===== config.mk =====
export PLATFORM = sky130hd
export DESIGN_NAME = parity_serializer
export DESIGN_NICKNAME = d
export VERILOG_FILES = /design/src/rtl/parity_serializer.sv
export SDC_FILE = /design/constraint.sdc
export NUM_CORES = 1
export LEC_CHECK = 0
export ABC_AREA = 0
export CAP_MARGIN = 20
export CORE_MARGIN = 2
export CORE_UTILIZATION = 55
export CTS_BUF_LIST = sky130_fd_sc_hd__clkbuf_4
export CTS_CLUSTER_DIAMETER = 80
export DETAILED_ROUTE_END_ITERATION = 8
export GPL_TIMING_DRIVEN = 0
export PLACE_DENSITY = 0.81
export SLEW_MARGIN = 10
export SYNTH_ARGS = -nofsm -noshare
export SYNTH_HDL_FRONTEND = slang
export SYNTH_SLANG_ARGS = --single-unit

===== constraint.sdc =====
create_clock -name clk -period 1.8 [get_ports clk]
set_input_delay 0.18 -clock clk [delete_from_list [all_inputs] [get_ports clk]]
set_output_delay 0.18 -clock clk [all_outputs]
set_load 0.05 [all_outputs]

===== src/rtl/parity_serializer.sv =====
// Parallel-to-serial front end for the serial parity detector: shifts a word out
// on x one bit per clock, optionally appends an even-parity bit, then idles GAP cycles.
module parity_serializer #(
    parameter int WIDTH     = 8,
    parameter int MSB_FIRST = 0,
    parameter int GAP       = 1
) (
    input  logic             clk,
    input  logic             rst,
    input  logic [WIDTH-1:0] din,
    input  logic             din_valid,
    input  logic             append_par,
    output logic             din_ready,
    output logic             x,
    output logic             bit_valid,
    output logic             frame_start,
    output logic             frame_end,
    output logic             busy
);

    localparam int              CNT_W    = $clog2(WIDTH + 32'sd1);
    localparam logic [CNT_W-1:0] CNT_ONE  = {{(CNT_W-1){1'b0}}, 1'b1};
    localparam logic [CNT_W-1:0] CNT_LAST = CNT_W'(WIDTH);
    localparam logic [CNT_W-1:0] CNT_PEN  = CNT_W'(WIDTH - 32'sd1);
    localparam logic [3:0]       GAP_LAST = 4'(GAP);
    localparam logic             NO_GAP   = (GAP == 32'sd0);

    typedef enum logic [1:0] {
        ST_IDLE  = 2'd0,
        ST_SHIFT = 2'd1,
        ST_PAR   = 2'd2,
        ST_GAP   = 2'd3
    } state_t;

    state_t           state_q, state_d;
    logic [WIDTH-1:0] sreg_q, sreg_d;
    logic [CNT_W-1:0] cnt_q, cnt_d;
    logic [3:0]       gap_q, gap_d;
    logic             par_q, par_d;
    logic             apar_q, apar_d;
    logic             x_q, x_d;
    logic             bit_valid_q, bit_valid_d;
    logic             frame_start_q, frame_start_d;
    logic             frame_end_q, frame_end_d;
    logic             busy_q, busy_d;
    logic             din_ready_s;
    logic             load_s;

    // Bit that goes out next from a word in shift order.
    function automatic logic head_bit(input logic [WIDTH-1:0] w);
        if (MSB_FIRST != 32'sd0) begin
            return w[WIDTH-1];
        end else begin
            return w[0];
        end
    endfunction

    // Word with its head bit consumed.
    function automatic logic [WIDTH-1:0] advance(input logic [WIDTH-1:0] w);
        if (MSB_FIRST != 32'sd0) begin
            return {w[WIDTH-2:0], 1'b0};
        end else begin
            return {1'b0, w[WIDTH-1:1]};
        end
    endfunction

    // Handshake readiness; with no gap a new word may follow the frame's last bit directly.
    always_comb begin
        din_ready_s = 1'b0;
        if (!rst) begin
            din_ready_s = 1'b0;
        end else if (state_q == ST_IDLE) begin
            din_ready_s = 1'b1;
        end else if (NO_GAP) begin
            din_ready_s = frame_end_q;
        end else begin
            din_ready_s = 1'b0;
        end
    end

    assign load_s = din_ready_s & din_valid;

    // Next-state and next-output logic.
    always_comb begin
        state_d       = state_q;
        sreg_d        = sreg_q;
        cnt_d         = cnt_q;
        gap_d         = gap_q;
        par_d         = par_q;
        x_d           = 1'b0;
        bit_valid_d   = 1'b0;
        frame_start_d = 1'b0;
        frame_end_d   = 1'b0;
        busy_d        = 1'b0;
        case (state_q)
            ST_IDLE: begin
                state_d = ST_IDLE;
            end
            ST_SHIFT: begin
                if (cnt_q != CNT_LAST) begin
                    x_d         = head_bit(sreg_q);
                    bit_valid_d = 1'b1;
                    busy_d      = 1'b1;
                    frame_end_d = (cnt_q == CNT_PEN) && !apar_q;
                    sreg_d      = advance(sreg_q);
                    cnt_d       = cnt_q + CNT_ONE;
                    par_d       = par_q ^ head_bit(sreg_q);
                end else if (apar_q) begin
                    // par_q now holds the XOR of every data bit, which makes the frame even.
                    state_d     = ST_PAR;
                    x_d         = par_q;
                    bit_valid_d = 1'b1;
                    frame_end_d = 1'b1;
                    busy_d      = 1'b1;
                end else begin
                    state_d = NO_GAP ? ST_IDLE : ST_GAP;
                    gap_d   = NO_GAP ? 4'd0 : 4'd1;
                    busy_d  = !NO_GAP;
                end
            end
            ST_PAR: begin
                state_d = NO_GAP ? ST_IDLE : ST_GAP;
                gap_d   = NO_GAP ? 4'd0 : 4'd1;
                busy_d  = !NO_GAP;
            end
            ST_GAP: begin
                if (gap_q == GAP_LAST) begin
                    state_d = ST_IDLE;
                    gap_d   = 4'd0;
                end else begin
                    gap_d  = gap_q + 4'd1;
                    busy_d = 1'b1;
                end
            end
            default: begin
                state_d = ST_IDLE;
            end
        endcase
        // An accepted word overrides whatever the frame end decided.
        if (load_s) begin
            state_d       = ST_SHIFT;
            sreg_d        = advance(din);
            cnt_d         = CNT_ONE;
            gap_d         = 4'd0;
            par_d         = head_bit(din);
            apar_d        = append_par;
            x_d           = head_bit(din);
            bit_valid_d   = 1'b1;
            frame_start_d = 1'b1;
            frame_end_d   = 1'b0;
            busy_d        = 1'b1;
        end else begin
            apar_d = apar_q;
        end
    end

    // State and registered outputs.
    always_ff @(posedge clk or negedge rst) begin
        if (!rst) begin
            state_q       <= ST_IDLE;
            sreg_q        <= {WIDTH{1'b0}};
            cnt_q         <= {CNT_W{1'b0}};
            gap_q         <= 4'd0;
            par_q         <= 1'b0;
            apar_q        <= 1'b0;
            x_q           <= 1'b0;
            bit_valid_q   <= 1'b0;
            frame_start_q <= 1'b0;
            frame_end_q   <= 1'b0;
            busy_q        <= 1'b0;
        end else begin
            state_q       <= state_d;
            sreg_q        <= sreg_d;
            cnt_q         <= cnt_d;
            gap_q         <= gap_d;
            par_q         <= par_d;
            apar_q        <= apar_d;
            x_q           <= x_d;
            bit_valid_q   <= bit_valid_d;
            frame_start_q <= frame_start_d;
            frame_end_q   <= frame_end_d;
            busy_q        <= busy_d;
        end
    end

    assign din_ready   = din_ready_s;
    assign x           = x_q;
    assign bit_valid   = bit_valid_q;
    assign frame_start = frame_start_q;
    assign frame_end   = frame_end_q;
    assign busy        = busy_q;

endmodule


# [Word level (Yosys, flattened, before mapping)]
# Index checks and enable logic that the tools add are counted.
[totals] ff_bits=25 latch_bits=0 ramBits=0 romBits=0 input_bits=12 out_inout_bits=6 wordCells=72 n_memories=0
[classes] add_sub_neg=2 mul=0 div_mod_pow=0 n_lt_le_gt_ge=0 eq_ne=9 shift=0 muxes=38 bitwise_logic=2 reduce_logical=10
[ops] operator="$mux W4" count=7
[ops] operator="$mux W8" count=3
[ops] operator="$mux W1" count=22
[ops] operator="$pmux W4 S3" count=1
[ops] operator="$ne A3 B3 Y1 const B" count=3
[ops] operator="$add A4 B1 Y4 const B" count=2
[ops] operator="$pmux W2 S4" count=1
[ops] operator="$mux W2" count=3
[ops] operator="$eq A2 B2 Y1 const B" count=2
[ops] operator="$eq A4 B1 Y1 const B" count=1
[ops] operator="$eq A4 B3 Y1 const B" count=1
[ops] operator="$ne A4 B4 Y1 const B" count=1
[ops] operator="$reduce_and A2 Y1" count=2
[ops] operator="$reduce_bool A2 Y1" count=2
[ops] operator="$reduce_bool A4 Y1" count=1
[ops] operator="$reduce_and A3 Y1" count=1
[ops] operator="$eq A2 B1 Y1 const B" count=1
[ops] operator="$logic_not A2 Y1" count=1
[ops] operator="$pmux W1 S2" count=1
[ops] operator="$reduce_or A2 Y1" count=1
[ops] operator="$and A1 B1 Y1" count=1
[ops] operator="$logic_and A1 B1 Y1" count=1
[ops] operator="$logic_not A1 Y1" count=1
[ops] operator="$xor A1 B1 Y1" count=1

# [Depth between registers and ports, before layout]
# Gate-level depths: netlist of the first run.
[logic_depth] depth_word=7 ltp_mapped=7 ltp_nobuf=6

# [Least setup slack after synthesis of the first run]
# No wires, ideal clock.
[synth_path] path_kind="register to register" from="register state_q[0]" to="register par_q" setup_ns=0.069 t_arrival_ns=1.514 required_time_ns=1.731 slack_ns=0.217 path_stages_with_launch=7 n_path_buf=0 synth_period_minus_slack_ns=1.583 path_cell_list="dfrtp_1 inv_1 ha_1 nand3_1 inv_1 or4_1 nand3_1"
[synth_via] elab_chain_cells=6 word_cells_on_any_way=9 classes_between="1 x eq/ne; 3 x mux; 1 x bitwise; 4 x reduce/logical"
[synth_rtl] item="start: declaration" line="35" source="state_t state_q, state_d;"
[synth_rtl] item="start signal: assignment" line="172" source="state_q <= state_d;"
[synth_rtl] item="$logic_not A2 Y1" line="72" source="end else if (state_q == ST_IDLE) begin"
[synth_rtl] item="$mux W1" line="72"
[synth_rtl] item="$mux W1" line="70" source="if (!rst) begin"
[synth_rtl] item="$and A1 B1 Y1" line="81" source="assign load_s = din_ready_s & din_valid;"
[synth_rtl] item="$reduce_bool A2 Y1 (no line)"
[synth_rtl] item="$reduce_and A2 Y1 (no line)"
[synth_rtl] item="end signal: assignment" line="176" source="par_q <= par_d;"
[synth_rtl] item="end: declaration" line="39" source="logic par_q, par_d;"
# Several ways; a longest one is shown, not always the timed one.
# A chain may end at the register's enable or synchronous reset.

# [Worst setup path in the final report of the first run]
[layout_path] from="register state_q[1]" to="register cnt_q[2]"
[layout_via] elab_chain_cells=6 word_cells_on_any_way=9 classes_between="1 x eq/ne; 3 x mux; 1 x bitwise; 4 x reduce/logical"
[layout_rtl] item="$logic_not A2 Y1" line="72"
[layout_rtl] item="$mux W1" line="72"
[layout_rtl] item="$mux W1" line="70"
[layout_rtl] item="$and A1 B1 Y1" line="81"
[layout_rtl] item="$reduce_bool A2 Y1 (no line)"
[layout_rtl] item="$reduce_and A2 Y1 (no line)"
[layout_rtl] item="end signal: assignment" line="162" source="cnt_q <= {CNT_W{1'b0}};"
[layout_rtl] item="end signal: assignment" line="174" source="cnt_q <= cnt_d;"
[layout_rtl] item="end: declaration" line="37" source="logic [CNT_W-1:0] cnt_q, cnt_d;"
# Several ways; a longest one is shown, not always the timed one.

==> key figures, run 1 <==
Routing
  – DRC violations left: 0
  – Total length of routed met2 wires: 1470 um
  – First-iteration detailed-routing DRC count: 44
  – Detailed Routing Iterations Pass 1: 4
  – Mean number of vias per cell: roughly 6.2
  – Total length of routed wires: 3010 um
  – Antenna viol nets, final: 0
  – Top layer in use: met4
  – Average detailed-routed wire length per instance: 15.6 um
  – Routed vias: approximately 1.2k
  – Routed metal-1 wirelength: 1330 um
  – Wire length on met3: 166 um

Floorplanning
  – Starting density of the core: 0.590
  – IO Pins: 18
  – Die Ht: 52.9 um
  – Die area: between 2000 and 3000 um2
  – Core Box Area: between 2000 and 2500 um2
  – Width of the die: 52.9 um
  – Number of standard-cell rows in the floorplan: 17

Timing
  – Final worst-path cycle share: 0.972
  – Clk_skew: 8.21 ps
  – Post-Route Hold Slack: roughly 360 ps
  – Headroom to the max-slew limit: 0.666
  – Final setup violating endpoints: 0
  – Slew of the pin with the lowest slew margin: 499 ps
  – Final critical-path required period: 1750 ps
  – Final-report max-slew violation count: 0
  – Final Hold Fails: 0
  – Maximum achievable frequency: approximately 570 MHz

CTS
  – Number of sinks handled by clock tree synthesis: 24
  – Clock tree from TritonCTS: built
  – Number of buffers created by CTS: 3
  – Later-pin clock latency in the skew report: 330 ps
  – Worst-case clock buffer depth: 2
  – Post-CTS clock slew at the launch and capture registers of the worst setup and hold paths: 140 ps
  – Cell at the root of the clock tree: sky130_fd_sc_hd__clkbuf_4
  – CTS H-Tree Depth: 1

Setup path
  – Critical Path Start Type: register
  – Crit path required time: 2070 ps
  – Critical path data arrival time: 2020 ps
  – Crit-path max FO: 9
  – Type of destination of the critical path: register
  – Crit Path Category: reg -> reg

Logic synthesis
  – Cell taking the most area after synthesis: sky130_fd_sc_hd__dfrtp_1
  – Netlist area before placement: 1320 um2
  – Warnings, synthesis: 0
  – Post-synthesis register bit count: 24
  – Distinct cell type count of the synthesized netlist: 39
  – Sequential share of the synthesized area: 0.456
  – Area share of the leading cell type in the synthesized netlist: 0.456
  – Synthesized netlist net count: around 160
  – Post-Synthesis Cells: 137
  – Syn Area/Cell: about 9.6 um2
  – Main area contributors after synthesis: sky130_fd_sc_hd__dfrtp_1 46%, sky130_fd_sc_hd__ha_1 8.5%, sky130_fd_sc_hd__nand2_1 6.0%

Final layout
  – Fraction of layout instances using a drive strength above 1: 0.164
  – Total inserted antenna cells: 0
  – Leading cell types in the layout, fill and taps excluded: 24 x sky130_fd_sc_hd__dfrtp_1, 21 x sky130_fd_sc_hd__nand2_1, 15 x sky130_fd_sc_hd__clkdlybuf4s50_1
  – Most common cell after layout, fill and taps aside: sky130_fd_sc_hd__dfrtp_1
  – Signed area change from the synthesized netlist to the final layout: 27.6%
  – Post-layout instance area: about 1700 um2
  – Net count of the finished layout: 187

Power and ir drop
  – Peak supply drop: 0.966 mV
  – Pwr per Cell Area: 1630 nW/um2
  – Total power after layout: 2740 uW
  – Leakage: 0.000722 uW

Worst hold path
  – Min-delay worst type: in -> reg

Placement
  – RePlAce Congestion: 0.911
  – Post-place instance area: 1520 um2
  – Dpl hpwl: 1960 um
  – Count of buffers from port buffering: 17

Global routing
  – GRT overflow: 0
  – GRT Overall Usage: 0.248
  – Pin count of the biggest net entering global routing: 25
  – Global-route wire length before repair: 5040 um
  – Initial antenna violation count: 0
  – Via count of the first global-routing pass: 1112

Job
  – Max-cap violations: 0

Run status
  – Status: completed
report_power, final:
group | switching (uW) | internal [uW] | total (uW)
sequential | 176 | 747 | 922
combinational | 814 | 600 | 1410
clock | 176 | 225 | 401
total | 1170 | 1570 | 2740
path summary, 6_finish.rpt:
path                       startpoint          to  slack [ps]  cells after the start
setup / recovery           state_q[1]    cnt_q[2]          50                      6
hold / removal             append_par      apar_q         360                      3
setup reg to reg           state_q[1]    cnt_q[2]          50                      6
hold reg to reg             sreg_q[6]   sreg_q[6]         560                      2
max in group asynchronous         rst  state_q[1]         880                      3
min in group asynchronous         rst   sreg_q[5]         470                      2
Yosys cell counts, drive strengths merged:
cell type,n
dfrtp,24
nand2,21
ha,9
inv,9
o21ai,8
a21oi,6
nand4,6
o211ai,6
nand3,5
nor2,5
clkbuf,4
a221oi,3
buf,3
and2,2
mux2i,2
or4,2
a2bb2oi,1
a31oi,1
a32oi,1
and3b,1
and4bb,1
nand3b,1
nand4b,1
nand4bb,1
nor2b,1
nor3,1
nor3b,1
nor4bb,1
o2111ai,1
o211a,1
o221ai,1
o22ai,1
o2bb2ai,1
o32ai,1
or2,1
or3,1
or3b,1
xor2,1
metal layers:
metal,vias to the layer above,global-route usage
li1,549,-
met1,595,0.324
met2,46,0.415
met3,7,0.0254
met4,0,0.107
met5,-,0
cells by family after synthesis:
group / count (synthesis) / synth area share
AND/OR/NAND/NOR: 53 / 0.219
AO/OA/AOI/OAI: 32 / 0.164
flip-flops: 24 / 0.456
buffers and inverters: 16 / 0.0532
adder cells (fa/ha/maj): 9 / 0.0855
multiplexers: 2 / 0.0152
XOR/XNOR: 1 / 0.00665
state kept, by name (all words and copies together), names as in the netlist:
name	flops
frame_start	1
busy	1
par_q	1
frame_end	1
apar_q	1
sreg_q	7
gap_q	4
cnt_q	4
x	1
bit_valid	1
state_q	2
cell type report:
class | instances | area, um2
Clock inverter | 1 | 30.0
Tap cell | 28 | 35.0
Sequential cell | 24 | 601
Clock buffer | 3 | 22.5
Multi-Input combinational cell | 97 | 672
Inverter | 9 | 37.5
Buffer | 7 | 42.5
Fill cell | 157 | 552
Timing Repair Buffer | 24 | 241
worst max-delay path: stages (launching register included):
cell	delay [ps]
sky130_fd_sc_hd__dfrtp_1	440
sky130_fd_sc_hd__inv_2	110
sky130_fd_sc_hd__ha_1	160
sky130_fd_sc_hd__buf_4	180
sky130_fd_sc_hd__clkinvlp_4	140
sky130_fd_sc_hd__or4_1	510
sky130_fd_sc_hd__a21oi_1	150
timing repair:
item,4_1_cts,5_1_grt
hold endpoints to repair,24,0
resized for setup,9,14
pin swaps,0,0
buffers inserted,2,3
endpoints found under the setup margin,25,17
hold buffers,1,0
gates cloned,0,0
per-stage QoR:
stage,utilization,instances,setup TNS [ps],setup slack (ps)
after floorplan,-,137,0,217
after global placement,0.682,182,-21500,-979
after detailed placement,0.682,182,-23180,-1070
after CTS,0.722,189,0,1.59
after global routing,0.753,193,-20.1,-20.1
final,0.753,193,0,50.5
(Power assumes the default switching activity.)
==> run 2: changes to the inputs <==
- DONT_BUFFER_PORTS: not set -> 1
- PLACE_DENSITY: 0.81 -> 0.71
==> run 2 against run 1 <==
  * Utilization shrank 4.6 points
  * Critical endpoint is now state_q[0]
  * Largest cell class unchanged
  * Setup slack is essentially flat
  * Power shrank 1.7%
  * Global-route usage grew 1.2 points
  * Flip-flop and latch count is the same
  * Routed wire length grew 3.8%
  * Largest power group unchanged
==> key figures, run 2 (synthesis gave the netlist of run 1 again) <==
Run status
  – Status: completed

CTS
  – Worst-case clock buffer depth: 2 (unchanged)
  – Number of sinks handled by clock tree synthesis: 24 (unchanged)
  – Clock tree from TritonCTS: built
  – Later-pin clock latency in the skew report: 320 ps (about the same)
  – Cell at the root of the clock tree: sky130_fd_sc_hd__clkbuf_4
  – CTS H-Tree Depth: 1 (unchanged)
  – Post-CTS clock slew at the launch and capture registers of the worst setup and hold paths: 140 ps (about the same)
  – Number of buffers created by CTS: 3 (unchanged)

Final layout
  – Leading cell types in the layout, fill and taps excluded: 24 x sky130_fd_sc_hd__dfrtp_1, 21 x sky130_fd_sc_hd__nand2_1, 11 x sky130_fd_sc_hd__buf_4
  – Total inserted antenna cells: 0 (unchanged)
  – Most flops, register: sreg_q
  – Largest registers in the final layout: sreg_q x7, cnt_q x4, gap_q x4
  – Fraction of layout instances using a drive strength above 1: 0.163 (-0.00114)
  – Net count of the finished layout: 182 (-2.7%)
  – Most common cell after layout, fill and taps aside: sky130_fd_sc_hd__dfrtp_1
  – Filler Cell Count: 158 (+0.64%)
  – Layout Utilization: 0.707 (-0.0459)
  – Signed area change from the synthesized netlist to the final layout: 19.8%
  – Final standard cell count with taps included and fillers excluded: 188 (-2.6%)
  – Number of flip-flops under the largest register name: 7 (unchanged)

Routing
  – Routed vias: 1149 (-4.0%)
  – Average detailed-routed wire length per instance: 16.6 um (+6.6%)
  – Detailed Routing Iterations Pass 1: 4 (unchanged)
  – Mean number of vias per cell: 6.11 (-1.5%)
  – First-iteration detailed-routing DRC count: 36 (-18%)
  – Antenna viol nets, final: 0 (unchanged)
  – DRC violations left: 0 (unchanged)
  – Total length of routed wires: 3130 um (+3.8%)

Timing
  – Final worst-path cycle share: 0.972 (about the same)
  – Final Hold Fails: 0 (unchanged)
  – Headroom to the max-slew limit: 0.655 (-0.0109)
  – Final-report max-slew violation count: 0 (unchanged)
  – Final setup violating endpoints: 0 (unchanged)
  – Final critical-path required period: 1750 ps (-0.288 ps)
  – Maximum achievable frequency: 572 MHz (about the same)
  – Sum Neg Setup Slack: 0 ps (unchanged)
  – Clk_skew: 4.35 ps (-3.86 ps)
  – RSZ-0062 raised after global routing: true
  – Slew of the pin with the lowest slew margin: 517 ps (+17.9 ps)

Global routing
  – GRT overflow: 0 (unchanged)
  – Global-route wire length before repair: 5300 um (+5.1%)
  – Via count of the first global-routing pass: 1100 (-1.1%)
  – Pin count of the biggest net entering global routing: 25 (unchanged)
  – GRT Overall Usage: 0.260 (+0.0120)
  – Initial antenna violation count: 0 (unchanged)

Floorplanning
  – Width of the die: 52.9 um (unchanged)
  – IO Pins: 18 (unchanged)
  – Die area: 2800 um2 (unchanged)
  – Starting density of the core: 0.590 (unchanged)
  – Die Ht: 52.9 um (unchanged)
  – Core Box Area: 2230 um2 (unchanged)
  – Number of standard-cell rows in the floorplan: 17 (unchanged)

Setup path
  – Critical Path Start Type: register
  – Crit path required time: 2010 ps (-60 ps)
  – Type of destination of the critical path: register
  – Crit-path max FO: 5 (-4)
  – Critical path data arrival time: 1960 ps (-60 ps)
  – Crit Path Category: reg -> reg

Placement
  – Dpl hpwl: 1990 um (+1.6%)
  – Count of buffers from port buffering: 0 (-17)
  – RePlAce Congestion: 0.846 (-7.1%)
  – Placed Cells: 165 (-9.3%)

Power and ir drop
  – Leakage: 0.000687 uW (-4.8%)
  – Pwr per Cell Area: 1700 nW/um2 (+4.6%)
  – Peak supply drop: 0.876 mV (-9.3%)

Job
  – Max-cap violations: 0 (unchanged)

Worst hold path
  – Min-delay worst type: in -> reg
[run 2: cell types whose count changed in the layout (fill, tap and decap cells not counted), sizes merged]
cell,delta
buf,+5
clkbuf,-1
clkdlybuf4s15,-1
clkdlybuf4s50,-15
dlygate4sd3,+7
[run 2: layout make-up]
class / instances / area (um2) / area share
multi-input cells: 97 / 654 / 0.414
flip-flops and latches: 24 / 601 / 0.380
repair buffers: 19 / 160 / 0.101
plain buffers: 7 / 38.8 / 0.0246
inverters: 9 / 37.5 / 0.0238
well taps: 28 / 35.0 / 0.0222
clock inverters: 1 / 30.0 / 0.0190
clock buffers: 3 / 22.5 / 0.0143
[run 2: path summary, 6_finish.rpt]
| kind | start | end | slack, ps | depth (start not counted) |
|---|---|---|---|---|
| max | gap_q[1] | state_q[0] | 50 | 5 |
| min | din[5] | sreg_q[4] | 20 | 2 |
| max reg2reg | gap_q[1] | state_q[0] | 50 | 5 |
| min reg2reg | sreg_q[2] | sreg_q[2] | 560 | 2 |
| max in group asynchronous | rst | gap_q[3] | 1110 | 2 |
| min in group asynchronous | rst | frame_end | 340 | 2 |
[run 2: routing by layer]
| layer | part of all wire | track usage | vias to the layer above |
|---|---|---|---|
| li1 | - | - | 549 |
| met5 | 0 | 0 | - |
| met1 | 0.46 | 0.368 | 548 |
| met2 | 0.47 | 0.390 | 43 |
| met3 | 0.042 | 0.0339 | 9 |
| met4 | 0.029 | 0.124 | 0 |
[run 2: worst max-delay path, stage by stage (launching register included)]
cell	delay, ps
sky130_fd_sc_hd__dfrtp_1	430
sky130_fd_sc_hd__inv_1	60
sky130_fd_sc_hd__ha_1	160
sky130_fd_sc_hd__or3b_4	430
sky130_fd_sc_hd__a221oi_1	430
sky130_fd_sc_hd__a2bb2oi_1	130
[run 2: timing repair]
item,in CTS,in global routing
hold buffers,8,1
resized for setup,3,4
hold endpoints to repair,32,24
buffers inserted,1,9
setup endpoints to repair,2,14
[run 2: stage by stage]
stage | setup WS [ps] | hold WS (ps) | power (uW) | area [um2]
after floorplan | 217 | -116 | 1830 | 1320
after global placement | 27.7 | -115 | 2020 | 1350
after detailed placement | -32.3 | -115 | 2080 | 1350
after CTS | 57.2 | 13.2 | 2540 | 1500
after global routing | -42.6 | 31.3 | 2890 | 1580
final | 50.8 | 17.8 | 2690 | 1580
[run 2: power breakdown]
part	leakage, uW	switching (uW)	internal [uW]
clock network	0.0000279	171	225
logic	0.000350	677	569
registers	0.000309	303	746
total	0.000687	1150	1540
==> run 3: changes to the inputs <==
==> constraint.sdc (replaced) <==
create_clock -name clk -period 1.8 [get_ports clk]
set_input_delay 0.45 -clock clk [delete_from_list [all_inputs] [get_ports clk]]
set_output_delay 0.45 -clock clk [all_outputs]
set_load 0.05 [all_outputs]
==> run 3 against run 2 <==
  * Critical path depth is 2 lower
  * Worst hold slack better by 54 ps
  * Clock skew hardly changed
  * Largest power group unchanged
==> key figures, run 3 (synthesis gave the netlist of run 1 again) <==
Global routing
  – Global-route wire length before repair: 5200 um (-2.0%)
  – Initial antenna violation count: 0 (unchanged)
  – Via count of the first global-routing pass: 1065 (-3.2%)
  – GRT overflow: 0 (unchanged)
  – GRT Overall Usage: 0.255 (-0.00479)
  – Pin count of the biggest net entering global routing: 25 (unchanged)

Routing
  – Routed vias: 1144 (-0.44%)
  – Average detailed-routed wire length per instance: 17.4 um (+4.9%)
  – Total length of routed wires: 3160 um (+0.96%)
  – Antenna viol nets, final: 0 (unchanged)
  – DRC violations left: 0 (unchanged)
  – Detailed Routing Iterations Pass 1: 4 (unchanged)
  – Mean number of vias per cell: 6.32 (+3.4%)
  – First-iteration detailed-routing DRC count: 52 (+44%)

Setup path
  – Crit path required time: 1350 ps (-660 ps)
  – Critical path data arrival time: 1310 ps (-650 ps)
  – Type of destination of the critical path: primary output
  – Crit-path max FO: 4 (-1)
  – Crit Path Category: reg -> out
  – Critical Path Start Type: register

Placement
  – Post-place instance area: 1350 um2 (unchanged)
  – Count of buffers from port buffering: 0 (unchanged)
  – Dpl hpwl: 1990 um (unchanged)
  – RePlAce Congestion: 0.846 (unchanged)
  – Placed Cells: 165 (unchanged)

Job
  – Max-cap violations: 0 (unchanged)

Final layout
  – Leading cell types in the layout, fill and taps excluded: 24 x sky130_fd_sc_hd__dfrtp_1, 21 x sky130_fd_sc_hd__nand2_1, 12 x sky130_fd_sc_hd__buf_4
  – Layout Utilization: 0.677 (-0.0303)
  – Number of flip-flops under the largest register name: 7 (unchanged)
  – Most common cell after layout, fill and taps aside: sky130_fd_sc_hd__dfrtp_1
  – Final standard cell count with taps included and fillers excluded: 181 (-3.7%)
  – Fraction of layout instances using a drive strength above 1: 0.190 (+0.0270)
  – Total inserted antenna cells: 0 (unchanged)
  – Most flops, register: sreg_q
  – Largest registers in the final layout: sreg_q x7, cnt_q x4, gap_q x4
  – Post-layout instance area: 1510 um2 (-4.3%)
  – Signed area change from the synthesized netlist to the final layout: 14.7%
  – Net count of the finished layout: 175 (-3.8%)

Floorplanning
  – Width of the die: 52.9 um (unchanged)
  – Die Ht: 52.9 um (unchanged)
  – IO Pins: 18 (unchanged)
  – Core Box Area: 2230 um2 (unchanged)
  – Number of standard-cell rows in the floorplan: 17 (unchanged)
  – Die area: 2800 um2 (unchanged)
  – Starting density of the core: 0.590 (unchanged)

Power and ir drop
  – Total power after layout: 2730 uW (+1.3%)
  – Pwr per Cell Area: 1800 nW/um2 (+5.9%)
  – Peak supply drop: 0.895 mV (+2.2%)
  – Leakage: 0.000660 uW (-3.9%)

Worst hold path
  – Min-delay worst type: in -> async

Timing
  – Clk_skew: 4.28 ps (-0.0687 ps)
  – Final setup violating endpoints: 0 (unchanged)
  – Final-report max-slew violation count: 0 (unchanged)
  – Headroom to the max-slew limit: 0.651 (-0.00475)
  – Slew of the pin with the lowest slew margin: 524 ps (+7.13 ps)
  – Final critical-path required period: 1760 ps (+11.8 ps)
  – Final Hold Fails: 0 (unchanged)
  – Maximum achievable frequency: 568 MHz (-0.67%)
  – Final worst-path cycle share: 0.978 (+0.00658)
  – Sum Neg Setup Slack: 0 ps (unchanged)

CTS
  – CTS H-Tree Depth: 1 (unchanged)
  – Number of buffers created by CTS: 3 (unchanged)
  – Number of sinks handled by clock tree synthesis: 24 (unchanged)
  – Post-CTS clock slew at the launch and capture registers of the worst setup and hold paths: 130 ps (about the same)
  – Clock tree from TritonCTS: built
  – Cell at the root of the clock tree: sky130_fd_sc_hd__clkbuf_4
  – Worst-case clock buffer depth: 2 (unchanged)
  – Later-pin clock latency in the skew report: 330 ps (about the same)

Run status
  – Status: completed
## run 3: cell types whose count changed in the layout (fill, tap and decap cells not counted)
cell / change
sky130_fd_sc_hd__ha_2: +1
sky130_fd_sc_hd__ha_1: -1
sky130_fd_sc_hd__buf_4: +1
sky130_fd_sc_hd__and2_1: -1
sky130_fd_sc_hd__and2_4: +1
sky130_fd_sc_hd__buf_1: -1
sky130_fd_sc_hd__clkbuf_1: +1
sky130_fd_sc_hd__dlygate4sd3_1: -8
## run 3: final cells by class
class,count,area [um2]
multi-input combinational,97,659
timing repair buffer,12,87.6
buffer,7,38.8
clock buffer,3,22.5
tap,28,35.0
clock inverter,1,30.0
fill,170,722
sequential,24,601
inverter,9,37.5
## run 3: routing by layer
layer | track usage | vias up | share of wire
met5 | 0 | - | 0
met3 | 0.0282 | 7 | 0.056
met4 | 0.124 | 0 | 0.023
met2 | 0.377 | 46 | 0.47
li1 | - | 530 | -
met1 | 0.368 | 561 | 0.45
## run 3: worst paths after layout
kind	start	cells after the start	slack, ps	to
max in group asynchronous	rst	1	1370	bit_valid
setup reg to reg	gap_q[1]	5	50	state_q[0]
hold reg to reg	sreg_q[2]	2	560	sreg_q[2]
setup / recovery	state_q[0]	3	40	din_ready
hold / removal	rst	1	70	x
min in group clk	append_par	2	230	apar_q
## run 3: worst max-delay path, stage by stage (launching register included)
cell and delay [ps]:
sky130_fd_sc_hd__dfrtp_1 460, sky130_fd_sc_hd__inv_2 110, sky130_fd_sc_hd__ha_2 190, sky130_fd_sc_hd__and2_4 230
## run 3: power by group
group          internal, uW  total (uW)  switching (uW)
clock network           225         399             173
registers               746        1050             308
logic                   583        1270             690
## run 3: timing repair
item,CTS,global route
endpoints found under the setup margin,3,21
buffers inserted,1,10
resized for setup,3,6
endpoints found under the hold margin,24,0
pin swaps,0,1
hold buffers,1,0
## run 3: per-stage QoR
step	hold slack [ps]	setup WS, ps
6_report	71.6	38.9
5_1_grt	122	-29.0
4_1_cts	231	-71.7
3_5_place_dp	155	-32.3
3_3_place_gp	155	27.7
2_1_floorplan	154	217
==> RTL edit 1, RTL diff (flow settings as in run 2) <==
The parameter `WIDTH` goes from 8 to 16.
--- a/src/rtl/parity_serializer.sv
+++ b/src/rtl/parity_serializer.sv
@@ -2,5 +2,5 @@
 // on x one bit per clock, optionally appends an even-parity bit, then idles GAP cycles.
 module parity_serializer #(
-    parameter int WIDTH     = 8,
+    parameter int WIDTH     = 16,
     parameter int MSB_FIRST = 0,
     parameter int GAP       = 1
Ports: changed (resized din); port bits go from 18 to 26. No check against the original RTL was run, so the function may have changed too.
==> RTL edit 1 against run 2 <==
  * Power up 27%
  * Sequential share of layout area is 1.3 points higher
  * Die area up 25%
  * Area after synthesis grew 27%
  * Via count up 18%
  * Setup slack got worse by 45 ps
  * Sequential cell count rose by 9
  * Final area is 33% higher
  * Routed wire length grew 14%
  * Combinational power grew 32%
  * Critical endpoint is now gap_q[2]
  * Highest routed layer unchanged
==> RTL edit 1: results (changes against run 2) <==
status: "finished clean"  # unchanged
hp-class: "input pin to register"  # unchanged
timing.hold.ws_ps: 232.6  # was 17.81 ps
ctsHtreeMaxLevel: 2  # was 1
final_nets: 233  # was 182
numCtsBuffers: 5  # was 3
gp_congestion: 0.8026  # was 0.8464
clkSlewWorstSetupHoldPaths_ps: 100  # was 140 ps
slowest_delay_ps: 400  # was 430 ps
syn_area_per_cell_sq_um: 10.03  # was 9.617 sq um
arrival_ps: 2030  # was 1960 ps
hold_depth: 3  # was 2
ys_types: 30  # was 39
grt_max_degree: 34  # was 25
ys_seq_area_share_pct: 49.29  # was 45.58%
finClkSkew_ps: 7.055  # was 4.349 ps
cts_buffer_depth: 2  # unchanged
routed_wl_um: 3564  # was 3128 um
vdd_drop_max_uv: 761.2  # was 875.9 uV
drive_above_1_share_pct: 17.16  # was 16.25%
first_global_vias: 1321  # was 1,100
min_from: "rst"  # was din[5]
ys_top_cells_by_count: "33 x dfrtp_1, 29 x nand2_1, 21 x o21ai_0"  # was 24 x dfrtp_1, 21 x nand2_1, 9 x ha_1, 9 x inv_1, 8 x o21ai_0
avgRoutedWirePerCell_um: 15.04  # was 16.64 um
r2r-end: "gap_q[2]"  # was state_q[0]
timing.rr.start: "state_q[0]"  # was gap_q[1]
vias_per_cell: 5.717  # was 6.112
drt_iter0_markers: 46  # was 36
yosysWarnings: 0  # unchanged
synth_async_sr_flop_share_pct: 100.0  # unchanged
tightest_slew_ps: 493.1  # was 517.0 ps
yosys-top-cells-area: "dfrtp_1 49%, mux2i_1 9.0%, ha_1 7.5%"  # was dfrtp_1 46%, ha_1 8.5%, nand2_1 6.0%
r2r_setup_slack_ps: 6  # was 50 ps
largestRegisters: "sreg_q x15, cnt_q x5, gap_q x4"  # was sreg_q x7, cnt_q x4, gap_q x4
grt_pass1_wl_um: 5989  # was 5299 um
dp_hpwl_um: 2171  # was 1993 um
synth_fp_nets: 197  # was 158
hold-path-endpoint: "frame_end"  # was sreg_q[4]
p_int_mw: 1.992  # was 1.540 mW
reg2regPathDepth: 6  # was 5
power_leakage_nw: 1.020  # was 0.6871 nW
cp_max_fo: 3  # was 5
grt_usage_pct: 23.61  # was 25.99%
fillers: 238  # was 158
grt_overflow: 0  # unchanged
place_ws_ps: -197.9  # was -32.29 ps
[RTL edit 1: layer usage]
metal | up-vias | share of wire (%) | routed length (um) | track usage (%)
li1 | 650 | - | - | -
met1 | 663 | 44 | 1563 | 29.30
met2 | 33 | 51 | 1806 | 37.68
met3 | 9 | 3.5 | 126 | 6.987
met4 | 0 | 1.9 | 67 | 11.04
met5 | - | 0 | 0 | 0
[RTL edit 1: kinds of logic after synthesis]
group	after synthesis	synth area share [%]
XOR/XNOR	4	2.091
multiplexers	15	8.962
AO/OA/AOI/OAI	33	12.55
AND/OR/NAND/NOR	55	15.46
buffers and inverters	17	4.182
flip-flops	33	49.29
adder cells (fa/ha/maj)	10	7.468
[RTL edit 1: power groups by stage]
stage	clock network, mW	logic, mW	registers, mW
after floorplan	0	1.07	1.34
after global placement	0	1.24	1.39
after detailed placement	0	1.31	1.41
after CTS	0.400	1.54	1.39
after global routing	0.425	1.85	1.43
final	0.381	1.65	1.39
[RTL edit 1: layout make-up]
cell class                 count  area [sq um]  share of cell area (%)
buffer                         8         47.55                   2.266
clock buffer                   5         37.54                   1.789
clock inverter                 3         12.51                  0.5963
inverter                       8         30.03                   1.431
multi-input combinational    117         820.8                   39.12
sequential                    33         825.8                   39.36
tap                           33         41.29                   1.968
timing repair buffer          30         282.8                   13.48
[RTL edit 1: metrics by stage]
| stage | power (mW) | instance area (sq um) |
|---|---|---|
| floorplan | 2.420 | 1688 |
| global placement | 2.634 | 1729 |
| detailed placement | 2.720 | 1729 |
| CTS | 3.331 | 2053 |
| global route | 3.704 | 2098 |
| finish | 3.419 | 2098 |
[RTL edit 1: worst max-delay path by stage]
stage,from,to,slack (ps),depth (start not counted)
finish,state_q[0],gap_q[2],6,6
global route,state_q[0],gap_q[3],-70,6
CTS,state_q[0],gap_q[3],-20,6
detailed placement,state_q[0],sreg_q[1],-200,8
global placement,state_q[0],sreg_q[0],-110,8
floorplan,state_q[0],gap_q[3],-10,6
[RTL edit 1: what timing repair did]
item | in CTS | in global routing
endpoints found under the hold margin | 51 | 0
pin swaps | 2 | 2
hold buffers | 19 | 0
endpoints found under the setup margin | 28 | 26
buffers inserted | 9 | 2
gates resized for setup | 8 | 11
[RTL edit 1: worst min-delay path: cells and delay by family]
kind	cells	cell delay (ps)
and+or+nand+nor	3	350
==> RTL edit 2, RTL diff (settings of run 2) <==
Without the edit above. Encoding of `state_t`: now Gray code (2 bits for 4 states).
--- a/src/rtl/parity_serializer.sv
+++ b/src/rtl/parity_serializer.sv
@@ -27,8 +27,8 @@
 
     typedef enum logic [1:0] {
-        ST_IDLE  = 2'd0,
-        ST_SHIFT = 2'd1,
-        ST_PAR   = 2'd2,
-        ST_GAP   = 2'd3
+        ST_IDLE  = 2'b00,
+        ST_SHIFT = 2'b01,
+        ST_PAR   = 2'b11,
+        ST_GAP   = 2'b10
     } state_t;
 
Function: no difference found for any inputs over 10 cycles, from zero or initial values and one cycle with rst low; not proved beyond that.
==> RTL edit 2 against run 2 <==
  * Non-clock buffer count is 17 lower
  * Final area is 15% lower
  * Routed wire length is 25% lower
  * Area after synthesis is 8.0% lower
  * First-iteration DRC count is 31% lower
  * Global-route usage is 5.8 points lower
  * Combinational power is 20% lower
  * Worst hold slack worse by 16 ps
  * Sequential cell count stayed put
  * Setup slack better by 19 ps
  * Power is 7.6% lower
  * Core utilization is 4.0 points lower
  * Clock power hardly changed
  * Largest cell class is now flip-flops and latches
==> RTL edit 2: results (changes against run 2) <==
vias_per_cell: 6.333  # was 6.112
synth_cells: 108  # was 137
cp_max_fo: 10  # was 5
met3_usage_pct: 3.801  # was 3.390%
synth_fp_nets: 124  # was 158
cts_setup_buffers: 0  # was 1
drt_iter0_markers: 25  # was 36
status: "finished clean"  # unchanged
gp_congestion: 0.7754  # was 0.8464
arrival_ps: 1550  # was 1960 ps
r2r_setup_slack_ps: 140  # was 50 ps
place_area_sq_um: 1251  # was 1353 sq um
path_delay_family: "simple AND/OR/NAND/NOR gates"  # was compound AO/OA/AOI/OAI gates
min_from: "din[1]"  # was din[5]
grt_use_met2_pct: 34.42  # was 38.96%
slowest_delay_ps: 730  # was 430 ps
ys_top_cells_by_count: "24 x dfrtp_1, 12 x nand2_1, 6 x a221o_1"  # was 24 x dfrtp_1, 21 x nand2_1, 9 x ha_1, 9 x inv_1, 8 x o21ai_0
dp_hpwl_um: 1607  # was 1993 um
hold-path-endpoint: "sreg_q[0]"  # was sreg_q[4]
cts_resized: 0  # was 3
place_ws_ps: 170.1  # was -32.29 ps
final_cells: 144  # was 188
r2r-end: "sreg_q[4]"  # was state_q[0]
timing.hold.ws_ps: 1.587  # was 17.81 ps
first_global_vias: 904  # was 1,100
timing.rr.start: "cnt_q[0]"  # was gap_q[1]
yosys-top-cells-area: "dfrtp_1 50%, a221o_1 5.0%, ha_1 4.1%"  # was dfrtp_1 46%, ha_1 8.5%, nand2_1 6.0%
final_nets: 134  # was 182
power_leakage_nw: 0.6288  # was 0.6871 nW
vdd_drop_max_uv: 976.0  # was 875.9 uV
grt_pass1_wl_um: 3850  # was 5299 um
==> RTL edit 2: changes by cell type after synthesis, moves of 4 or more <==
cell / change
ha_1: -5
nand2_1: -9
inv_1: -5
o211ai_1: -6
clkbuf_1: -4
nand4_1: -5
a221o_1: +6
a21oi_1: -4
==> RTL edit 2: repair_timing <==
action	CTS	global route
hold buffers	4	1
hold endpoints to repair	28	24
setup endpoints to repair	0	0
==> RTL edit 2: final cells by class <==
type / count / area, sq um
buffer: 4 / 38.79
clock buffer: 3 / 22.52
clock inverter: 1 / 30.03
fill: 154 / 673.1
inverter: 5 / 21.27
multi-input combinational: 75 / 556.8
sequential: 24 / 600.6
tap: 27 / 33.78
timing repair buffer: 5 / 45.04
==> RTL edit 2: logic make-up after synthesis <==
| group | after synthesis | share of synthesized area [%] |
|---|---|---|
| DFF | 24 | 49.54 |
| muxes | 2 | 1.754 |
| AOI/OAI and AO/OA | 26 | 17.55 |
| adders and majority gates | 4 | 4.128 |
| and+or+nand+nor | 43 | 22.08 |
| buffers and inverters | 9 | 4.953 |
==> RTL edit 2: worst max-delay path by stage <==
stage | startpoint | end | slack, ps | cells after the start
2_1_floorplan | gap_q[1] | gap_q[2] | 310 | 5
3_3_place_gp | cnt_q[0] | sreg_q[4] | 190 | 6
3_5_place_dp | cnt_q[0] | sreg_q[2] | 170 | 6
4_1_cts | state_q[0] | din_ready | 60 | 1
5_1_grt | state_q[0] | din_ready | 5 | 1
6_report | state_q[0] | din_ready | 70 | 1
==> RTL edit 2: per-layer routing <==
metal / part of all wire [%] / wire length, um
met1: 42 / 995
met2: 51 / 1187
met3: 4.9 / 115
met4: 1.9 / 45
met5: 0 / 0
==> RTL edit 2: power by group <==
| group | internal, mW | total, mW | switching, mW |
|---|---|---|---|
| Combinational | 0.462 | 0.997 | 0.535 |
| Sequential | 0.760 | 1.09 | 0.334 |
| Clock | 0.225 | 0.395 | 0.170 |
| Total | 1.45 | 2.49 | 1.04 |
